File: config.mk
export PLATFORM = sky130hd
export DESIGN_NAME = bcd_serial_addsub_flat
export DESIGN_NICKNAME = d
export VERILOG_FILES = /design/src/rtl/bcd_serial_addsub_if.sv /design/src/rtl/bcd_serial_addsub.sv /design/src/flat_wrapper.sv
export SDC_FILE = /design/constraint.sdc
export NUM_CORES = 1
export LEC_CHECK = 0
export ABC_AREA = 1
export CORE_AREA = 2 2 69 103
export CTS_BUF_LIST = sky130_fd_sc_hd__clkbuf_4 sky130_fd_sc_hd__clkbuf_8
export CTS_CLUSTER_SIZE = 24
export DETAILED_ROUTE_END_ITERATION = 12
export DIE_AREA = 0 0 71 105
export PLACE_DENSITY = 0.77
export SYNTH_ARGS = -nofsm -noshare
export SYNTH_HDL_FRONTEND = slang
export SYNTH_SLANG_ARGS = --single-unit
File: constraint.sdc
create_clock -name clk -period 2.26 [get_ports clk]
set_input_delay 0.452 -clock clk [delete_from_list [all_inputs] [get_ports clk]]
set_output_delay 0.452 -clock clk [all_outputs]
set_load 0.005 [all_outputs]
File: src/rtl/bcd_serial_addsub_if.sv
// Handshake and operand/result bundle for the digit-serial BCD adder/subtractor.
// master drives the request side; slave is the arithmetic block.
interface bcd_serial_addsub_if #(
  parameter int unsigned DIGITS = 4
);
  logic                  start;
  logic                  sub;
  logic [4*DIGITS-1:0]   a;
  logic [4*DIGITS-1:0]   b;
  logic                  cin;
  logic                  busy;
  logic                  done;
  logic [4*DIGITS-1:0]   sum;
  logic                  cout;
  logic                  err;

  modport master (
    output start, sub, a, b, cin,
    input  busy, done, sum, cout, err
  );

  modport slave (
    input  start, sub, a, b, cin,
    output busy, done, sum, cout, err
  );
endinterface

File: src/rtl/bcd_serial_addsub.sv
// Digit-serial packed-BCD adder/subtractor: one decimal digit per clock, LSD first.
// Subtraction runs as A + nines(B) + (1 - cin); the final carry is inverted into a borrow.
module bcd_serial_addsub #(
  parameter int unsigned DIGITS = 4
) (
  input logic                clk,
  input logic                rst_n,
  bcd_serial_addsub_if.slave bus
);
  localparam int unsigned W  = 4 * DIGITS;
  localparam int unsigned IW = (DIGITS > 1) ? $clog2(DIGITS) : 1;

  typedef enum logic [0:0] {StIdle, StRun} state_e;

  state_e          state_q, state_d;
  logic [W-1:0]    a_q, a_d;
  logic [W-1:0]    b_q, b_d;
  logic [W-1:0]    res_q, res_d;
  logic [IW-1:0]   idx_q, idx_d;
  logic            sub_q, sub_d;
  logic            c_q, c_d;
  logic            bad_q, bad_d;
  logic [W-1:0]    sum_q, sum_d;
  logic            cout_q, cout_d;
  logic            err_q, err_d;
  logic            done_q, done_d;

  logic [3:0]      b_dig;
  logic [4:0]      t;
  logic [3:0]      dig;
  logic            c_nx;
  logic            in_bad;

  function automatic logic has_nonbcd(input logic [W-1:0] v);
    logic bad;
    bad = 1'b0;
    for (int i = 0; i < int'(DIGITS); i++) begin
      if (v[4*i +: 4] > 4'd9) bad = 1'b1;
    end
    return bad;
  endfunction

  assign in_bad = has_nonbcd(bus.a) | has_nonbcd(bus.b);

  // One decimal digit step on the current low digits of the operand shift registers.
  always_comb begin
    b_dig = sub_q ? (4'd9 - b_q[3:0]) : b_q[3:0];
    t     = {1'b0, a_q[3:0]} + {1'b0, b_dig} + {4'b0000, c_q};
    if (t > 5'd9) begin
      dig  = t[3:0] + 4'd6;
      c_nx = 1'b1;
    end else begin
      dig  = t[3:0];
      c_nx = 1'b0;
    end
  end

  always_comb begin
    state_d = state_q;
    a_d     = a_q;
    b_d     = b_q;
    res_d   = res_q;
    idx_d   = idx_q;
    sub_d   = sub_q;
    c_d     = c_q;
    bad_d   = bad_q;
    sum_d   = sum_q;
    cout_d  = cout_q;
    err_d   = err_q;
    done_d  = 1'b0;

    unique case (state_q)
      StIdle: begin
        if (bus.start) begin
          a_d     = bus.a;
          b_d     = bus.b;
          sub_d   = bus.sub;
          c_d     = bus.sub ? ~bus.cin : bus.cin;
          bad_d   = in_bad;
          idx_d   = '0;
          res_d   = '0;
          state_d = StRun;
        end
      end
      StRun: begin
        a_d   = a_q >> 4;
        b_d   = b_q >> 4;
        c_d   = c_nx;
        // Result digits enter at the top so digit 0 lands in [3:0] after DIGITS shifts.
        res_d = (res_q >> 4) | (W'(dig) << (W - 4));
        idx_d = idx_q + 1'b1;
        if (idx_q == IW'(DIGITS - 1)) begin
          state_d = StIdle;
          done_d  = 1'b1;
          sum_d   = bad_q ? '0 : res_d;
          cout_d  = bad_q ? 1'b0 : (sub_q ? ~c_nx : c_nx);
          err_d   = bad_q;
        end
      end
      default: state_d = StIdle;
    endcase
  end

  always_ff @(posedge clk or negedge rst_n) begin
    if (!rst_n) begin
      state_q <= StIdle;
      a_q     <= '0;
      b_q     <= '0;
      res_q   <= '0;
      idx_q   <= '0;
      sub_q   <= 1'b0;
      c_q     <= 1'b0;
      bad_q   <= 1'b0;
      sum_q   <= '0;
      cout_q  <= 1'b0;
      err_q   <= 1'b0;
      done_q  <= 1'b0;
    end else begin
      state_q <= state_d;
      a_q     <= a_d;
      b_q     <= b_d;
      res_q   <= res_d;
      idx_q   <= idx_d;
      sub_q   <= sub_d;
      c_q     <= c_d;
      bad_q   <= bad_d;
      sum_q   <= sum_d;
      cout_q  <= cout_d;
      err_q   <= err_d;
      done_q  <= done_d;
    end
  end

  assign bus.busy = (state_q == StRun);
  assign bus.done = done_q;
  assign bus.sum  = sum_q;
  assign bus.cout = cout_q;
  assign bus.err  = err_q;
endmodule

File: src/flat_wrapper.sv
// flat-port wrapper written by rule: the top's interface ports become plain ports
module bcd_serial_addsub_flat 
#(
  parameter int unsigned DIGITS = 4
)
  (clk, rst_n, bus_start, bus_sub, bus_a, bus_b, bus_cin, bus_busy, bus_done, bus_sum, bus_cout, bus_err);
  bcd_serial_addsub_if #(.DIGITS(DIGITS)) bus_i ();
  input logic clk;
  input logic rst_n;
  input wire logic [$bits(bus_i.start)-1:0] bus_start;
  input wire logic [$bits(bus_i.sub)-1:0] bus_sub;
  input wire logic [$bits(bus_i.a)-1:0] bus_a;
  input wire logic [$bits(bus_i.b)-1:0] bus_b;
  input wire logic [$bits(bus_i.cin)-1:0] bus_cin;
  output wire logic [$bits(bus_i.busy)-1:0] bus_busy;
  output wire logic [$bits(bus_i.done)-1:0] bus_done;
  output wire logic [$bits(bus_i.sum)-1:0] bus_sum;
  output wire logic [$bits(bus_i.cout)-1:0] bus_cout;
  output wire logic [$bits(bus_i.err)-1:0] bus_err;
  assign bus_i.start = bus_start;
  assign bus_i.sub = bus_sub;
  assign bus_i.a = bus_a;
  assign bus_i.b = bus_b;
  assign bus_i.cin = bus_cin;
  assign bus_busy = bus_i.busy;
  assign bus_done = bus_i.done;
  assign bus_sum = bus_i.sum;
  assign bus_cout = bus_i.cout;
  assign bus_err = bus_i.err;
  bcd_serial_addsub #(.DIGITS(DIGITS)) u_core (.clk(clk), .rst_n(rst_n), .bus(bus_i));
endmodule
Word level (Yosys, flattened, before mapping)
Index checks and enable logic that the tools add are counted.
{"block": "totals", "elab_cells": 65, "regBits": 73, "out_inout_bits": 20, "inputBits": 37}
{"block": "classes", "bitwise": 5, "addsub": 5, "n_reduce_logical": 2, "order_cmp": 9, "mux": 30, "n_eq_ne": 2}
{"op": "16-bit case mux with 2 select lines", "count": 3}
{"op": "16-bit 2-to-1 mux", "count": 4}
{"op": "4-bit greater-than comparator, second input constant", "count": 8}
{"op": "1-bit 2-to-1 mux", "count": 17}
{"op": "12-bit by 16-bit OR with 16-bit output", "count": 1}
{"op": "4-bit 2-to-1 mux", "count": 2}
{"op": "4-bit by 4-bit adder with 5-bit output", "count": 1}
{"op": "5-bit by 1-bit adder with 5-bit output", "count": 1}
{"op": "5-bit by 4-bit greater-than comparator with 1-bit output, second input constant", "count": 1}
{"op": "4-bit by 3-bit adder with 4-bit output, second input constant", "count": 1}
{"op": "1-bit case mux with 2 select lines", "count": 2}
{"op": "2-bit case mux with 2 select lines", "count": 1}
{"op": "2-bit AND reduction", "count": 2}
{"op": "4-bit subtractor, first input constant", "count": 1}
{"op": "1-bit inverter", "count": 3}
{"op": "2-bit by 1-bit adder with 2-bit output, second input constant", "count": 1}
{"op": "2-bit equality test, second input constant", "count": 1}
{"op": "2-bit 2-to-1 mux", "count": 1}
{"op": "2-bit != test, second input constant", "count": 1}
{"op": "1-bit OR", "count": 1}

Logic depth before layout (Yosys ltp)
{"block": "depth", "depth_word": 9, "mapped_depth": 16, "ltp_nobuf": 16}

Worst setup path after synthesis
Ideal clock, no wire load.
{"block": "synth_path", "path_type": "register to register", "from": "reg u_core.sub_q", "to": "reg u_core.c_q", "slack_ns": -0.076, "synth_period_minus_slack_ns": 2.336, "arrival_ns": 2.204, "stages_incl_launch_ff": 13, "path_buffers": 0, "setup_ns": 0.132, "required_time_ns": 2.128, "path_cell_list": "dfrtp_1 -> xnor2_1 -> fa_1 -> inv_1 -> fa_1 -> inv_1 -> ha_1 -> nand2_1 -> a21boi_2 -> nand2_2 -> nand2_4 -> nand2_1 -> o211ai_2"}
{"block": "synth_via", "elab_chain_cells": 6}
{"item": "start: declaration", "line": "bcd_serial_addsub.sv:20", "source": "logic sub_q, sub_d;"}
{"item": "start signal: assignment", "line": "bcd_serial_addsub.sv:124", "source": "sub_q <= sub_d;"}
{"item": "4-bit 2-to-1 mux", "line": "bcd_serial_addsub.sv:47", "source": "b_dig = sub_q ? (4'd9 - b_q[3:0]) : b_q[3:0];"}
{"item": "4-bit by 4-bit adder with 5-bit output", "line": "bcd_serial_addsub.sv:48", "source": "t = {1'b0, a_q[3:0]} + {1'b0, b_dig} + {4'b0000, c_q};"}
{"item": "5-bit by 1-bit adder with 5-bit output", "line": "bcd_serial_addsub.sv:48"}
{"item": "5-bit by 4-bit greater-than comparator with 1-bit output", "line": "bcd_serial_addsub.sv:49", "source": "if (t > 5'd9) begin"}
{"item": "1-bit 2-to-1 mux", "line": "bcd_serial_addsub.sv:49"}
{"item": "1-bit case mux with 2 select lines", "line": "bcd_serial_addsub.sv:72", "source": "unique case (state_q)"}
{"item": "end signal: assignment", "line": "bcd_serial_addsub.sv:112", "source": "c_q <= 1'b0;"}
{"item": "end signal: assignment", "line": "bcd_serial_addsub.sv:125", "source": "c_q <= c_d;"}
{"item": "end: declaration", "line": "bcd_serial_addsub.sv:21", "source": "logic c_q, c_d;"}
Every way passes these cells.
A chain may end at the register's enable or synchronous reset.

Final worst setup path
{"block": "layout_path", "from": "reg u_core.b_q[0]", "to": "reg u_core.sum_q[14] (netlist: u_core.bus.sum[14])"}
{"block": "layout_via", "elab_chain_cells": 8, "word_cells_on_any_way": 9, "classes_between": "4 x add/sub; 1 x order compare; 3 x mux; 1 x bitwise"}
{"item": "start: declaration", "line": "bcd_serial_addsub.sv:17", "source": "logic [W-1:0] b_q, b_d;"}
{"item": "start signal: assignment", "line": "bcd_serial_addsub.sv:108", "source": "b_q <= '0;"}
{"item": "start signal: assignment", "line": "bcd_serial_addsub.sv:121", "source": "b_q <= b_d;"}
{"item": "4-bit subtractor", "line": "bcd_serial_addsub.sv:47"}
{"item": "4-bit 2-to-1 mux *", "line": "bcd_serial_addsub.sv:47"}
{"item": "4-bit by 4-bit adder with 5-bit output *", "line": "bcd_serial_addsub.sv:48"}
{"item": "5-bit by 1-bit adder with 5-bit output *", "line": "bcd_serial_addsub.sv:48"}
{"item": "4-bit by 3-bit adder with 4-bit output or 5-bit by 4-bit greater-than comparator with 1-bit output (tied branches)", "line": "bcd_serial_addsub.sv:50, bcd_serial_addsub.sv:49"}
{"item": "4-bit 2-to-1 mux *", "line": "bcd_serial_addsub.sv:49"}
{"item": "12-bit by 16-bit OR with 16-bit output *", "line": "bcd_serial_addsub.sv:90", "source": "res_d = (res_q >> 4) | (W'(dig) << (W - 4));"}
{"item": "16-bit 2-to-1 mux *", "line": "bcd_serial_addsub.sv:95", "source": "sum_d = bad_q ? '0 : res_d;"}
{"item": "end signal: assignment", "line": "bcd_serial_addsub.sv:127", "source": "sum_q <= sum_d;"}
{"item": "end: declaration", "line": "bcd_serial_addsub.sv:23", "source": "logic [W-1:0] sum_q, sum_d;"}
Every way passes the cells marked *; elsewhere a longest branch is shown, timed or not.

==> metrics.txt <==
slew margin rel.=approximately three quarters; crit start category=flop; cell row count=36; critical path type=flop to flop; clock buffer count from CTS=9; Lkg Pwr=just under 2 nW; Worst Max-Slew Pin Slew=between 0.4 and 0.5 ns; register area=0.00173 mm^2; DRC=0; first-pass GRT wire length=~12000 um; combinational share of power=between 50% and 60%; die width=71 um; Max clock buf depth=2; status=finished with violations; met2 usage=about a third; CTS tree=done; fin nets=approximately 460; WP data required=2.49 ns; clock skew=0.0109 ns; grt ovf=0; ant diodes=0; post-route insts no fill=492; clock sink total=slightly below 70; clock share of power=about an eighth; Initial Util=between 40% and 50%; Max Fanout on Critical Path=5; FMAX=roughly 410 MHz; Multi-input gate area=0.00131 mm^2; Yosys reg bits=69; Post-DP Area=0.00385 mm^2; failing checks=negative setup slack; RePlAce Congestion=0.869; Final Setup Violations=8; Int Pwr=4.15 mW; Synth Instances=340; VDD IR max=between 1000 and 1500 uV; IO Pins=57; Reg clk slew, reported paths=around 0.070 ns; syn avg cell area=9.16 um^2; Yosys warnings=0; initial antenna violation count=0; placed insts=474; ANT nets after route=0; H-tree levels=3; Area growth syn-to-layout=33.5%; ranking of synthesized cells by area=dfrtp_1 (55%), nand2_1 (13%), nand3_1 (5.3%); Worst setup EP type=flop; grt met3 use=about 3.8%; Worst EP arrival=between 2 and 3 ns; Via density=5.26; RSZ-0062 raised after global routing=yes; Final HPWL DP=roughly 4800 um; sequential share of the synthesized area=about 55%; setup ws final=-0.168 ns; PnR Total Power=slightly above 7 mW; fin. max-slew vios=0; CTS root buf=clkbuf_8; hold slack=approximately 0.12 ns; final hold violation count=0; vias post-DR=around 2600; Filler cells=between 500 and 600; Final Cell Area=between 0.004 and 0.005 mm^2; max cap viols=0; Cell variety after synth=29; switch share=approximately 43%; pre-CTS WS=-0.0695 ns; IO buf count=56; Worst-Skew Late Latency=approximately 0.34 ns; Min Clock Period, post-route=2.43 ns; top-area cell type share of the netlist area=around 55%; layout cells sized above 1=17.1%; die height=approximately 110 um; core area=around 0.0065 mm^2; DRT Wirelength=slightly below 7000 um; Tcrit/Tclk final=107%; Flop pwr share=27.7%; worst hold path class=input port to async pin; vias in the first global route=around 2500; GRT Overall Usage=between 15 and 20%; Net Count, Synth=approximately 390; largest net degree at the start of global routing=70; die footprint=approximately 0.0075 mm^2; global routing's busiest layer=met2; sw power=3.08 mW; met1 usage=between 20% and 30%; wire length per cell=~14 um; post-layout util=a little under two thirds; Mapped Area=0.00311 mm^2; 1st-pass router iterations=4; Power Density=1740 mW/mm^2; setup TNS=-1.15 ns; dominant cell type by area after synthesis=dfrtp_1; initial drt markers=between 100 and 150
[critical path, cell delays in order (launching register included)]
cell      delay, ns
dfrtp_1        0.41
xnor2_2        0.20
fa_2           0.22
inv_2          0.05
fa_2           0.58
inv_2          0.06
ha_4           0.16
nand2_2        0.05
a21boi_4       0.20
nand2_4        0.10
nand2_8        0.12
nand2_4        0.06
nand3_2        0.06
nand2_1        0.05
[logic make-up (layout without fill, tap and decap cells)]
logic type	after synthesis	count (layout)	synth area share [%]
simple gates	160	160	22.5
flops	69	69	55.4
buf+inv	45	121	5.91
fa+ha+maj	8	8	3.70
compound gates	56	56	11.9
xor+xnor	2	2	0.563
[timing repair]
item,4_1_cts,5_1_grt
endpoints found under the hold margin,0,0
setup endpoints to repair,8,8
hold buffers,0,0
pin swaps,4,9
gates resized for setup,7,13
buffers inserted,2,1
[worst paths after layout]
path / start / to / slack (ns) / cells after the start
worst max-delay path: u_core.b_q[0] / u_core.bus.sum[14] / -0.17 / 13
worst min-delay path: rst_n / u_core.res_q[8] / 0.12 / 2
worst max register to register: u_core.b_q[0] / u_core.bus.sum[14] / -0.17 / 13
worst min register to register: u_core.bus.cout / u_core.bus.cout / 0.49 / 2
max in group asynchronous: rst_n / u_core.a_q[9] / 1.85 / 2
min in group clk: u_core.bus.cout / u_core.bus.cout / 0.49 / 2
[power by group through the flow]
stage	sequential [mW]	clock (mW)	combinational (mW)
finish	2.00	0.963	4.27
global route	2.06	1.03	4.63
CTS	2.00	0.990	3.68
detailed placement	2.01	0	3.42
global placement	1.99	0	3.27
floorplan	1.97	0	2.29
[synth_stat cells (all sizes together)]
cell,instances
a22o,9
a21oi,3
ha,6
nor2,7
dfrtp,69
buf,11
o221ai,1
o211ai,7
a21boi,1
clkbuf,2
inv,32
nand2,116
fa,2
nand4,2
o21ai,26
o22ai,9
xnor2,1
nand3,35
xor2,1
[state kept, by name, summed over array words and instances, names as in the netlist, 2 cells and up]
name and flops:
u_core.a_q 16, u_core.b_q 16, u_core.bus.sum 16, u_core.res_q 12, u_core.idx_q 2
[final cells by class]
| type | instances | share of cell area (%) |
|---|---|---|
| Sequential cell | 69 | 41.5 |
| Multi-Input combinational cell | 226 | 31.5 |
| Clock inverter | 4 | 1.20 |
| Tap cell | 76 | 2.29 |
| Inverter | 32 | 2.89 |
| Timing Repair Buffer | 74 | 17.2 |
| Clock buffer | 11 | 3.34 |
[layout by cell type (no fill, tap or decap), types with 2 or more instances in the layout]
cell type          n
a21oi_1            2
a22o_1             9
buf_12             2
buf_4             16
clkbuf_4           2
clkbuf_8           9
clkdlybuf4s50_1   55
clkinvlp_4         2
dfrtp_1           69
fa_2               2
ha_1               5
inv_1             26
inv_2              6
nand2_1          104
nand2_2            7
nand2_4            4
nand3_1           26
nand3_2            9
nand4_1            2
nor2_1             4
nor2_4             2
o211ai_1           6
o21ai_0           15
o21ai_1           11
o22ai_1            9
[per-layer routing]
metal | vias to the layer above | routed length [um]
met5 | - | 0
met4 | 0 | 166
met3 | 15 | 293
met2 | 84 | 3550
met1 | 1225 | 2770
li1 | 1264 | -
(Power assumes the default switching activity.)
